## src/rtl/gpu_pkg.sv

```systemverilog
// Shared GPU constants, rasterizer state encoding and pixel payload.
package gpu_pkg;

   localparam int unsigned COORD_W  = 10;
   localparam int unsigned COLOR_W  = 16;
   localparam int unsigned SCREEN_W = 640;
   localparam int unsigned SCREEN_H = 400;

   typedef enum logic [1:0] {
      IDLE  = 2'd0,
      SETUP = 2'd1,
      DRAW  = 2'd2
   } rast_state_t;

   typedef struct packed {
      logic [COORD_W-1:0] x;
      logic [COORD_W-1:0] y;
      logic [COLOR_W-1:0] color;
      logic               last;
   } pixel_t;

endpackage

```

## src/rtl/line_rasterizer.sv

```systemverilog
// Bresenham line rasterizer: one line command in, a clipped (x, y, colour) pixel stream out.
module line_rasterizer
   import gpu_pkg::*;
(
   input  logic               I_CLK,
   input  logic               I_RST,
   input  logic               I_CMD_VALID,
   output logic               O_CMD_READY,
   input  logic [COORD_W-1:0] I_X0,
   input  logic [COORD_W-1:0] I_Y0,
   input  logic [COORD_W-1:0] I_X1,
   input  logic [COORD_W-1:0] I_Y1,
   input  logic [COLOR_W-1:0] I_COLOR,
   output logic               O_PIX_VALID,
   input  logic               I_PIX_READY,
   output logic [COORD_W-1:0] O_PIX_X,
   output logic [COORD_W-1:0] O_PIX_Y,
   output logic [COLOR_W-1:0] O_PIX_COLOR,
   output logic               O_PIX_LAST,
   output logic               O_DONE,
   output logic               O_BUSY
);

   localparam int unsigned DX_W  = COORD_W + 1;
   localparam int unsigned DY_W  = COORD_W + 2;
   localparam int unsigned ERR_W = COORD_W + 3;
   localparam int unsigned E2_W  = COORD_W + 4;

   rast_state_t r_state;
   rast_state_t w_state_nxt;

   logic [COORD_W-1:0]     r_cur_x, r_cur_y, r_x1, r_y1;
   logic [COLOR_W-1:0]     r_color;
   logic [DX_W-1:0]        r_dx;
   logic signed [DY_W-1:0] r_dy;
   logic signed [ERR_W-1:0] r_err;
   logic                   r_sx_neg, r_sy_neg;

   logic                   w_in_bounds, w_at_end, w_step, w_draw;
   logic                   w_step_x, w_step_y;
   logic [DX_W-1:0]        w_dx_abs, w_dy_abs;
   logic signed [DY_W-1:0] w_dy_neg;
   logic signed [E2_W-1:0] w_err_e, w_e2, w_dx_e, w_dy_e, w_err_nxt;
   pixel_t                 w_pix;

   // Setup-time deltas; cur already holds (x0, y0) after the command is latched.
   assign w_dx_abs = (r_x1 >= r_cur_x) ? (DX_W'(r_x1) - DX_W'(r_cur_x))
                                       : (DX_W'(r_cur_x) - DX_W'(r_x1));
   assign w_dy_abs = (r_y1 >= r_cur_y) ? (DX_W'(r_y1) - DX_W'(r_cur_y))
                                       : (DX_W'(r_cur_y) - DX_W'(r_y1));
   assign w_dy_neg = -$signed({1'b0, w_dy_abs});

   assign w_draw      = (r_state == DRAW);
   assign w_in_bounds = (r_cur_x < COORD_W'(SCREEN_W)) && (r_cur_y < COORD_W'(SCREEN_H));
   assign w_at_end    = (r_cur_x == r_x1) && (r_cur_y == r_y1);
   // Clipped pixels advance without waiting for the writer.
   assign w_step      = w_draw && (!w_in_bounds || I_PIX_READY);

   assign w_err_e  = E2_W'(r_err);
   assign w_e2     = w_err_e <<< 1;
   assign w_dx_e   = $signed(E2_W'(r_dx));
   assign w_dy_e   = E2_W'(r_dy);
   assign w_step_x = (w_e2 >= w_dy_e);
   assign w_step_y = (w_e2 <= w_dx_e);

   always_comb begin
      w_err_nxt = w_err_e;
      if (w_step_x) w_err_nxt = w_err_nxt + w_dy_e;
      if (w_step_y) w_err_nxt = w_err_nxt + w_dx_e;
   end

   always_ff @(posedge I_CLK) begin
      if (I_RST) r_state <= IDLE;
      else       r_state <= w_state_nxt;
   end

   always_comb begin
      w_state_nxt = r_state;
      case (r_state)
         IDLE:    if (I_CMD_VALID) w_state_nxt = SETUP;
         SETUP:   w_state_nxt = DRAW;
         DRAW:    if (w_step && w_at_end) w_state_nxt = IDLE;
         default: w_state_nxt = IDLE;
      endcase
   end

   always_ff @(posedge I_CLK) begin
      if (I_RST) begin
         r_cur_x  <= '0;
         r_cur_y  <= '0;
         r_x1     <= '0;
         r_y1     <= '0;
         r_color  <= '0;
         r_dx     <= '0;
         r_dy     <= '0;
         r_err    <= '0;
         r_sx_neg <= 1'b0;
         r_sy_neg <= 1'b0;
      end else begin
         case (r_state)
            IDLE: begin
               if (I_CMD_VALID) begin
                  r_cur_x <= I_X0;
                  r_cur_y <= I_Y0;
                  r_x1    <= I_X1;
                  r_y1    <= I_Y1;
                  r_color <= I_COLOR;
               end
            end
            SETUP: begin
               r_dx     <= w_dx_abs;
               r_dy     <= w_dy_neg;
               r_err    <= $signed({2'b00, w_dx_abs}) + ERR_W'(w_dy_neg);
               r_sx_neg <= !(r_cur_x < r_x1);
               r_sy_neg <= !(r_cur_y < r_y1);
            end
            DRAW: begin
               if (w_step && !w_at_end) begin
                  r_err <= ERR_W'(w_err_nxt);
                  if (w_step_x) r_cur_x <= r_sx_neg ? (r_cur_x - 1'b1) : (r_cur_x + 1'b1);
                  if (w_step_y) r_cur_y <= r_sy_neg ? (r_cur_y - 1'b1) : (r_cur_y + 1'b1);
               end
            end
            default: ;
         endcase
      end
   end

   assign w_pix = '{x: r_cur_x, y: r_cur_y, color: r_color, last: w_draw && w_at_end};

   assign O_CMD_READY = (r_state == IDLE);
   assign O_BUSY      = (r_state != IDLE);
   assign O_PIX_VALID = w_draw && w_in_bounds;
   assign O_PIX_X     = w_pix.x;
   assign O_PIX_Y     = w_pix.y;
   assign O_PIX_COLOR = w_pix.color;
   assign O_PIX_LAST  = w_pix.last;
   assign O_DONE      = w_step && w_at_end;

endmodule

```

## config.mk

```make
export PLATFORM = sky130hd
export DESIGN_NAME = line_rasterizer
export DESIGN_NICKNAME = d
export VERILOG_FILES = /design/src/rtl/gpu_pkg.sv /design/src/rtl/line_rasterizer.sv
export SDC_FILE = /design/constraint.sdc
export NUM_CORES = 1
export LEC_CHECK = 0
export CAP_MARGIN = 0
export CORE_UTILIZATION = 55
export CTS_CLUSTER_DIAMETER = 60
export CTS_CLUSTER_SIZE = 25
export DETAILED_ROUTE_END_ITERATION = 6
export GPL_TIMING_DRIVEN = 0
export HOLD_SLACK_MARGIN = 0.12
export MAX_ROUTING_LAYER = met4
export PLACE_DENSITY = 0.82
export SLEW_MARGIN = 25
export SYNTH_ARGS = -nofsm -noshare
export SYNTH_HDL_FRONTEND = slang
export SYNTH_SLANG_ARGS = --single-unit
```

## constraint.sdc

```tcl
create_clock -name I_CLK -period 6.1 [get_ports I_CLK]
set_input_delay 1.83 -clock I_CLK [delete_from_list [all_inputs] [get_ports I_CLK]]
set_output_delay 1.83 -clock I_CLK [all_outputs]
set_load 0.02 [all_outputs]
```

==> flow_summary.json, run 1 <==
{
  "htreeDepth": 3,
  "synth_area_um2": 8710,
  "ys.warnings.count": 0,
  "finalMaxSlewViolations": 0,
  "hpwl_um": 20600,
  "yosys.area_share.adder": 0.184,
  "top_layer": "met4",
  "layout_min_cycle_time_ns": 5.71,
  "fin_skew_ns": 0.0105,
  "antenna_found_initial": 0,
  "insertion_delay_ns": 0.37,
  "drt_pass1_iterations": 5,
  "tightest_slew_ns": 0.905,
  "power_leakage_nw": 4.31,
  "portBuffers": 99,
  "synth_ff_type": "dfxtp_1",
  "cpPeakStageDelay_ns": 0.69,
  "pwr-share-clk": 0.139,
  "clockRootBuffer": "clkbuf_16",
  "drive_above_1_share": 0.0394,
  "syn_inst": 1154,
  "post_cts_hold_buffer_count": 0,
  "finalSetupViolCount": 0,
  "switching_share": 0.478,
  "synth_edf_count": 0,
  "cp.required_ns": 6.36,
  "initial_core_util": 0.569,
  "finalWorstSetupSlack_ns": 0.392,
  "critical_path.max_fanout": 8,
  "path_clk_slew_ns": 0.08,
  "synth-compound-area-share": 0.250,
  "tns_ns": 0,
  "num_vias": 8796,
  "worst_hold_path_type": "reg2reg",
  "cts_sinks": 96,
  "placed_area_um2": 9980,
  "met1_length_um": 11200,
  "num_io_pins": 101,
  "synth.most_common_cell": "nand2_1",
  "grt_overflow": 0,
  "ys_async_sr_fraction": 0,
  "p_int_w": 0.00229,
  "crit_chain": "inv_1 -> ha_1 -> a21o_1 -> a21oi_1 -> nand2_1 -> a2111oi_0 -> nor3_1 -> nor4_2 -> and4_1 -> xor2_1 -> ha_1 -> or3_1 -> a311oi_1 -> o41a_1 -> nand2_1 -> or4_1 -> o2111ai_1 -> nor3_1 -> a22o_1",
  "max-cap-violations": 0,
  "netlist_top_cells_count": "nand2_1 (147), a21oi_1 (128), ha_1 (114), inv_1 (101), nor2_1 (100)",
  "path_buf_inv": 1,
  "finalNetCount": 1448,
  "grt_max_degree": 19,
  "dp_slack_ns": 0.336,
  "design.core.area_um2": 15300,
  "max-vdd-ir-drop_uv": 213,
  "wl_met3_um": 1620,
  "fp.dieW_um": 128,
  "cts_made_buffers": 9,
  "slew_headroom": 0.381,
  "vias_per_cell": 5.94,
  "crit_path_end_kind": "flop",
  "fin_area_um2": 10300,
  "timing.final.crit_share": 0.936,
  "timing.fmax_mhz": 175,
  "wl_met2_um": 12600,
  "syn_avg_cell_area_um2": 7.55,
  "synth-simple-area-share": 0.193,
  "crit_arrival_ns": 5.96,
  "num_rows": 45,
  "drc": 0,
  "combinationalPowerShare": 0.674,
  "cp_top_family": "compound AO/OA/AOI/OAI gates",
  "diodes": 0,
  "die_area_um2": 16300,
  "synth_top_area_frac": 0.221,
  "yosysUniqueCellTypes": 70,
  "cts_buffer_depth": 2,
  "globalplace.congestion": 0.975,
  "cts_tree": "yes",
  "syn_to_final_growth_pct": 18.2,
  "grt_pass1_vias": 8414,
  "wl_um": 26200,
  "rsz0062_at_grt": "false",
  "path_class": "reg2reg",
  "grt_use_total": 0.339,
  "wl_per_cell_um": 17.7,
  "yosys-top-cells-area": "dfxtp_1 (22%), ha_1 (16%), a21oi_1 (7.4%), nand2_1 (6.3%), xnor2_1 (4.5%)",
  "synth_top_family_by_area": "compound AO/OA/AOI/OAI gates",
  "switchingPower_w": 0.00210,
  "seq_power_share": 0.187,
  "synth_xor_area_frac": 0.0563,
  "grt_pass1_wl_um": 41900,
  "synthMuxAreaShare": 0.0282,
  "start_kind": "flop",
  "power_density_nw_per_um2": 426,
  "die_y_um": 128,
  "hold_violations": 0,
  "cp_slowest_cell": "a2111oi_0",
  "ys_ff_latch": 96,
  "ant_nets": 0,
  "yosysTopAreaCell": "dfxtp_1",
  "seq_area_frac_synth": 0.221,
  "outcome": "finished, final reports clean",
  "power_w": 0.00439,
  "synth_fp_nets": 1337,
  "whs_ns": 0.455,
  "drt_iter0_drc": 632
}
[worst register-to-register path, cell delays in order, from the launching register on]
cell and delay (ns):
dfxtp_1 0.50, inv_1 0.09, ha_1 0.40, a21o_1 0.23, a21oi_1 0.21, nand2_1 0.23, a2111oi_0 0.69, nor3_1 0.16
nor4_2 0.43, and4_1 0.29, xor2_1 0.12, ha_1 0.28, or3_1 0.37, a311oi_1 0.36, o41a_1 0.31, nand2_1 0.11
or4_1 0.41, o2111ai_1 0.13, nor3_1 0.09, a22o_1 0.20
[metal layers]
layer	GRT usage	up-vias
met2	0.573	344
met3	0.0409	67
met5	-	-
met1	0.409	4094
li1	-	4291
met4	0.140	0
[final timing paths]
path / startpoint / slack, ns / end / cells after the start
min: O_PIX_COLOR[14]$_SDFFE_PP0P_ / 0.45 / O_PIX_COLOR[14]$_SDFFE_PP0P_ / 2
max: O_PIX_Y[8]$_SDFFE_PP0P_ / 0.39 / r_err[10]$_SDFFE_PP0P_ / 19
min reg2reg: O_PIX_COLOR[14]$_SDFFE_PP0P_ / 0.45 / O_PIX_COLOR[14]$_SDFFE_PP0P_ / 2
max reg2reg: O_PIX_Y[8]$_SDFFE_PP0P_ / 0.39 / r_err[10]$_SDFFE_PP0P_ / 19
[placed cells by master, fill, tap and decap left out, types with 9 or more instances in the layout]
master / n
o21ai_0: 43
nor3_1: 26
dfxtp_1: 96
nand2b_1: 11
o21bai_1: 13
ha_1: 114
inv_1: 101
xor2_1: 11
o211ai_1: 10
nand2_1: 147
mux2i_1: 11
a211oi_1: 37
clkbuf_1: 37
a21o_1: 29
xnor2_1: 45
nand3_1: 19
nor2b_1: 15
clkbuf_16: 9
o21a_1: 12
a21oi_1: 128
mux2_2: 12
fa_1: 9
and2_1: 9
nor2_1: 100
clkdlybuf4s50_1: 99
[timing repair]
item,4_1_cts,5_1_grt
setup endpoints to repair,0,2
resized for setup,0,1
buffers inserted,0,0
[power groups by stage]
| stage | sequential (W) | combinational (W) | clock [W] |
|---|---|---|---|
| 6_report | 0.000819 | 0.00296 | 0.000612 |
| 5_1_grt | 0.000831 | 0.00326 | 0.000638 |
| 4_1_cts | 0.000816 | 0.00290 | 0.000614 |
| 3_5_place_dp | 0.000830 | 0.00288 | 0 |
| 3_3_place_gp | 0.000827 | 0.00279 | 0 |
| 2_1_floorplan | 0.000829 | 0.00216 | 0 |
[metrics by stage]
step | instances | util
after floorplan | 1154 | -
after global placement | 1464 | 0.651
after detailed placement | 1465 | 0.652
after CTS | 1481 | 0.672
after global routing | 1481 | 0.672
final | 1481 | 0.672
[area by class of cell]
type | count | area, um^2
plain buffers | 47 | 203
clock buffers | 9 | 225
clock inverters | 7 | 87.6
fillers | 1339 | 5020
inverters | 101 | 379
multi-input cells | 910 | 6220
flip-flops and latches | 96 | 1920
well taps | 211 | 264
repair buffers | 100 | 998
[sequential cells by signal, indices dropped and copies added (netlist names)]
| name | cells |
|---|---|
| r_state | 2 |
| r_dy | 12 |
| r_sy_neg | 1 |
| r_sx_neg | 1 |
| r_x1 | 10 |
| O_PIX_X | 10 |
| O_PIX_Y | 10 |
| O_PIX_COLOR | 16 |
| r_err | 13 |
| r_y1 | 10 |
| r_dx | 11 |
[logic make-up after synthesis]
kind of cell	count (synthesis)
XOR/XNOR	56
AND/OR/NAND/NOR	370
flip-flops	96
adder cells (fa/ha/maj)	123
multiplexers	23
AO/OA/AOI/OAI	338
buffers and inverters	148
No activity file was read; power rests on OpenSTA's default activity.
==> run 2: changes to the inputs <==
- GPL_TIMING_DRIVEN: 0 -> default
==> run 2 against run 1 <==
  * Combinational power shrank 2%
  * Setup slack gained 0.35 ns
  * Cell area shrank 1.1%
  * Cell count shrank 2.4%
  * Register-to-register slack gained 0.35 ns
  * Die area is the same
  * Non-clock buffer count shrank 36
  * Sequential share of layout area grew 0.20 points
  * Utilization shrank 0.73 points
  * Critical path type unchanged
  * Largest cell class unchanged
==> flow_summary.json, run 2 (synthesis results as in run 1) <==
{
  "path_class": "reg2reg",
  "max-cap-violations": 0,
  "drive_above_1_share": 0.0446,
  "timing.fmax_mhz": 186,
  "cts_buffer_depth": 2,
  "antenna_found_initial": 0,
  "cts_sinks": 96,
  "finalSetupViolCount": 0,
  "cp_slowest_cell": "a2111oi_0",
  "power_leakage_nw": 4.29,
  "power_density_nw_per_um2": 426,
  "die_y_um": 128,
  "crit_path_end_kind": "flop",
  "path_clk_slew_ns": 0.07,
  "crit_chain": "inv_1 -> ha_1 -> a21o_1 -> a21oi_1 -> nand2_1 -> a2111oi_0 -> nor3_1 -> nor4_2 -> and4_1 -> xor2_1 -> ha_1 -> or3_1 -> a311oi_1 -> o41a_1 -> nand2_1 -> or4_1 -> o2111ai_1 -> nor3_1 -> a22o_1",
  "seqCellArea_um2": 1920,
  "post_cts_buffers": 0,
  "grt_max_degree": 54,
  "cpPeakStageDelay_ns": 0.66,
  "die_area_um2": 16300,
  "grt_use_total": 0.303,
  "finalMaxSlewViolations": 0,
  "timing.final.crit_share": 0.879,
  "finalNetCount": 1412,
  "globalplace.congestion": 0.983,
  "r2r_cells": 19,
  "diodes": 0,
  "tns_ns": 0,
  "rrSetupSlack_ns": 0.74,
  "r2r-start": "O_PIX_Y[8]$_SDFFE_PP0P_",
  "drt_iter0_drc": 682,
  "portBuffers": 100,
  "critical_path.max_fanout": 8,
  "clockRootBuffer": "clkbuf_16",
  "htreeDepth": 3,
  "drc": 0,
  "fillCellCount": 1299,
  "num_rows": 45,
  "cts_tree": "yes",
  "hpwl_um": 17900,
  "grt_overflow": 0,
  "fp.dieW_um": 128,
  "multiInputGateArea_um2": 6220,
  "largest_register_ffs": 16,
  "insertion_delay_ns": 0.36,
  "final_common_cell": "nand2_1",
  "rsz0062_at_grt": "false",
  "cp.required_ns": 6.35,
  "whs_ns": 0.456,
  "num_io_pins": 101,
  "crit_arrival_ns": 5.61,
  "ant_nets": 0,
  "cts_made_buffers": 9,
  "syn_to_final_growth_pct": 16.9,
  "wl_per_cell_um": 16.3,
  "tightest_slew_ns": 0.913,
  "grt_pass1_vias": 8082,
  "post_cts_hold_buffer_count": 0,
  "cts_resized": 0,
  "endpoint": "r_err[10]$_SDFFE_PP0P_",
  "rr_endpoint": "r_err[10]$_SDFFE_PP0P_",
  "design.core.area_um2": 15300,
  "slew_headroom": 0.375,
  "fin_skew_ns": 0.0108,
  "start_kind": "flop",
  "initial_core_util": 0.569,
  "drt_pass1_iterations": 5,
  "layout_common_cells": "nand2_1 (147), a21oi_1 (128), ha_1 (114)",
  "hold_violations": 0,
  "vias_per_cell": 5.82,
  "outcome": "finished, final reports clean",
  "worst_hold_path_type": "reg2reg",
  "max-vdd-ir-drop_uv": 251,
  "startpoint": "O_PIX_Y[8]$_SDFFE_PP0P_",
  "layout_min_cycle_time_ns": 5.36,
  "num_vias": 8411,
  "grt_pass1_wl_um": 38700,
  "wl_um": 23500
}
[run 2: cell count changes in the layout (fill, tap and decap cells not counted), moves of 2 or more]
cell	delta
clkbuf_1	-37
buf_6	-3
buf_1	-4
inv_8	-2
buf_4	+11
buf_2	-3
inv_6	+2
clkinv_4	-2
[run 2: stage by stage]
step	setup WS [ns]	power [W]	util	area [um^2]	std cells
2_1_floorplan	1.30	0.00299	-	8710	1154
6_report	0.738	0.00434	0.665	10200	1445
5_1_grt	0.253	0.00471	0.665	10200	1445
3_5_place_dp	0.878	0.00365	0.644	9860	1429
3_3_place_gp	1.01	0.00360	0.644	9860	1429
4_1_cts	0.822	0.00431	0.665	10200	1445
[run 2: metal layers]
layer,global-route usage,wire length [um]
met1,0.382,10800
met2,0.492,10600
met3,0.0563,1470
met4,0.0934,640
met5,-,0
[run 2: power breakdown]
part | switching, W | total, W | internal, W
Combinational | 0.00164 | 0.00289 | 0.00125
Sequential | 0.000102 | 0.000811 | 0.000709
Clock | 0.000275 | 0.000639 | 0.000364
[run 2: how the worst min path moves through the flow]
stage                                       startpoint                           end  slack [ns]  depth (start not counted)
final                      O_PIX_COLOR[9]$_SDFFE_PP0P_   O_PIX_COLOR[9]$_SDFFE_PP0P_        0.46                          2
after global routing      O_PIX_COLOR[14]$_SDFFE_PP0P_  O_PIX_COLOR[14]$_SDFFE_PP0P_        0.48                          2
after CTS                  O_PIX_COLOR[2]$_SDFFE_PP0P_   O_PIX_COLOR[2]$_SDFFE_PP0P_        0.46                          2
after detailed placement   O_PIX_COLOR[9]$_SDFFE_PP0P_   O_PIX_COLOR[9]$_SDFFE_PP0P_        0.45                          2
after global placement     O_PIX_COLOR[8]$_SDFFE_PP0P_   O_PIX_COLOR[8]$_SDFFE_PP0P_        0.44                          2
after floorplan                   r_x1[0]$_SDFFE_PP0P_          r_x1[0]$_SDFFE_PP0P_        0.45                          2
[run 2: area by class of cell]
class	count	area share
Clock inverter	7	0.00983
Timing Repair Buffer	111	0.106
Multi-Input combinational cell	910	0.610
Clock buffer	9	0.0221
Tap cell	211	0.0259
Inverter	101	0.0372
Sequential cell	96	0.189
[run 2: worst max-delay path, delay by kind of cell, from the launching register on]
| family | cells | cell delay (ns) |
|---|---|---|
| XOR/XNOR | 1 | 0.10 |
| AO/OA/AOI/OAI | 7 | 2.00 |
| flip-flops | 1 | 0.44 |
| adder cells (fa/ha/maj) | 2 | 0.65 |
| AND/OR/NAND/NOR | 8 | 1.99 |
| buffers and inverters | 1 | 0.07 |
==> run 3: changes to the inputs <==
- CAP_MARGIN: 0 -> default
- SKIP_LAST_GASP: default -> 1
- TNS_END_PERCENT: default -> 5
==> results of run 3 <==
No change in the layout: final DEF, timing and power equal those of run 2.
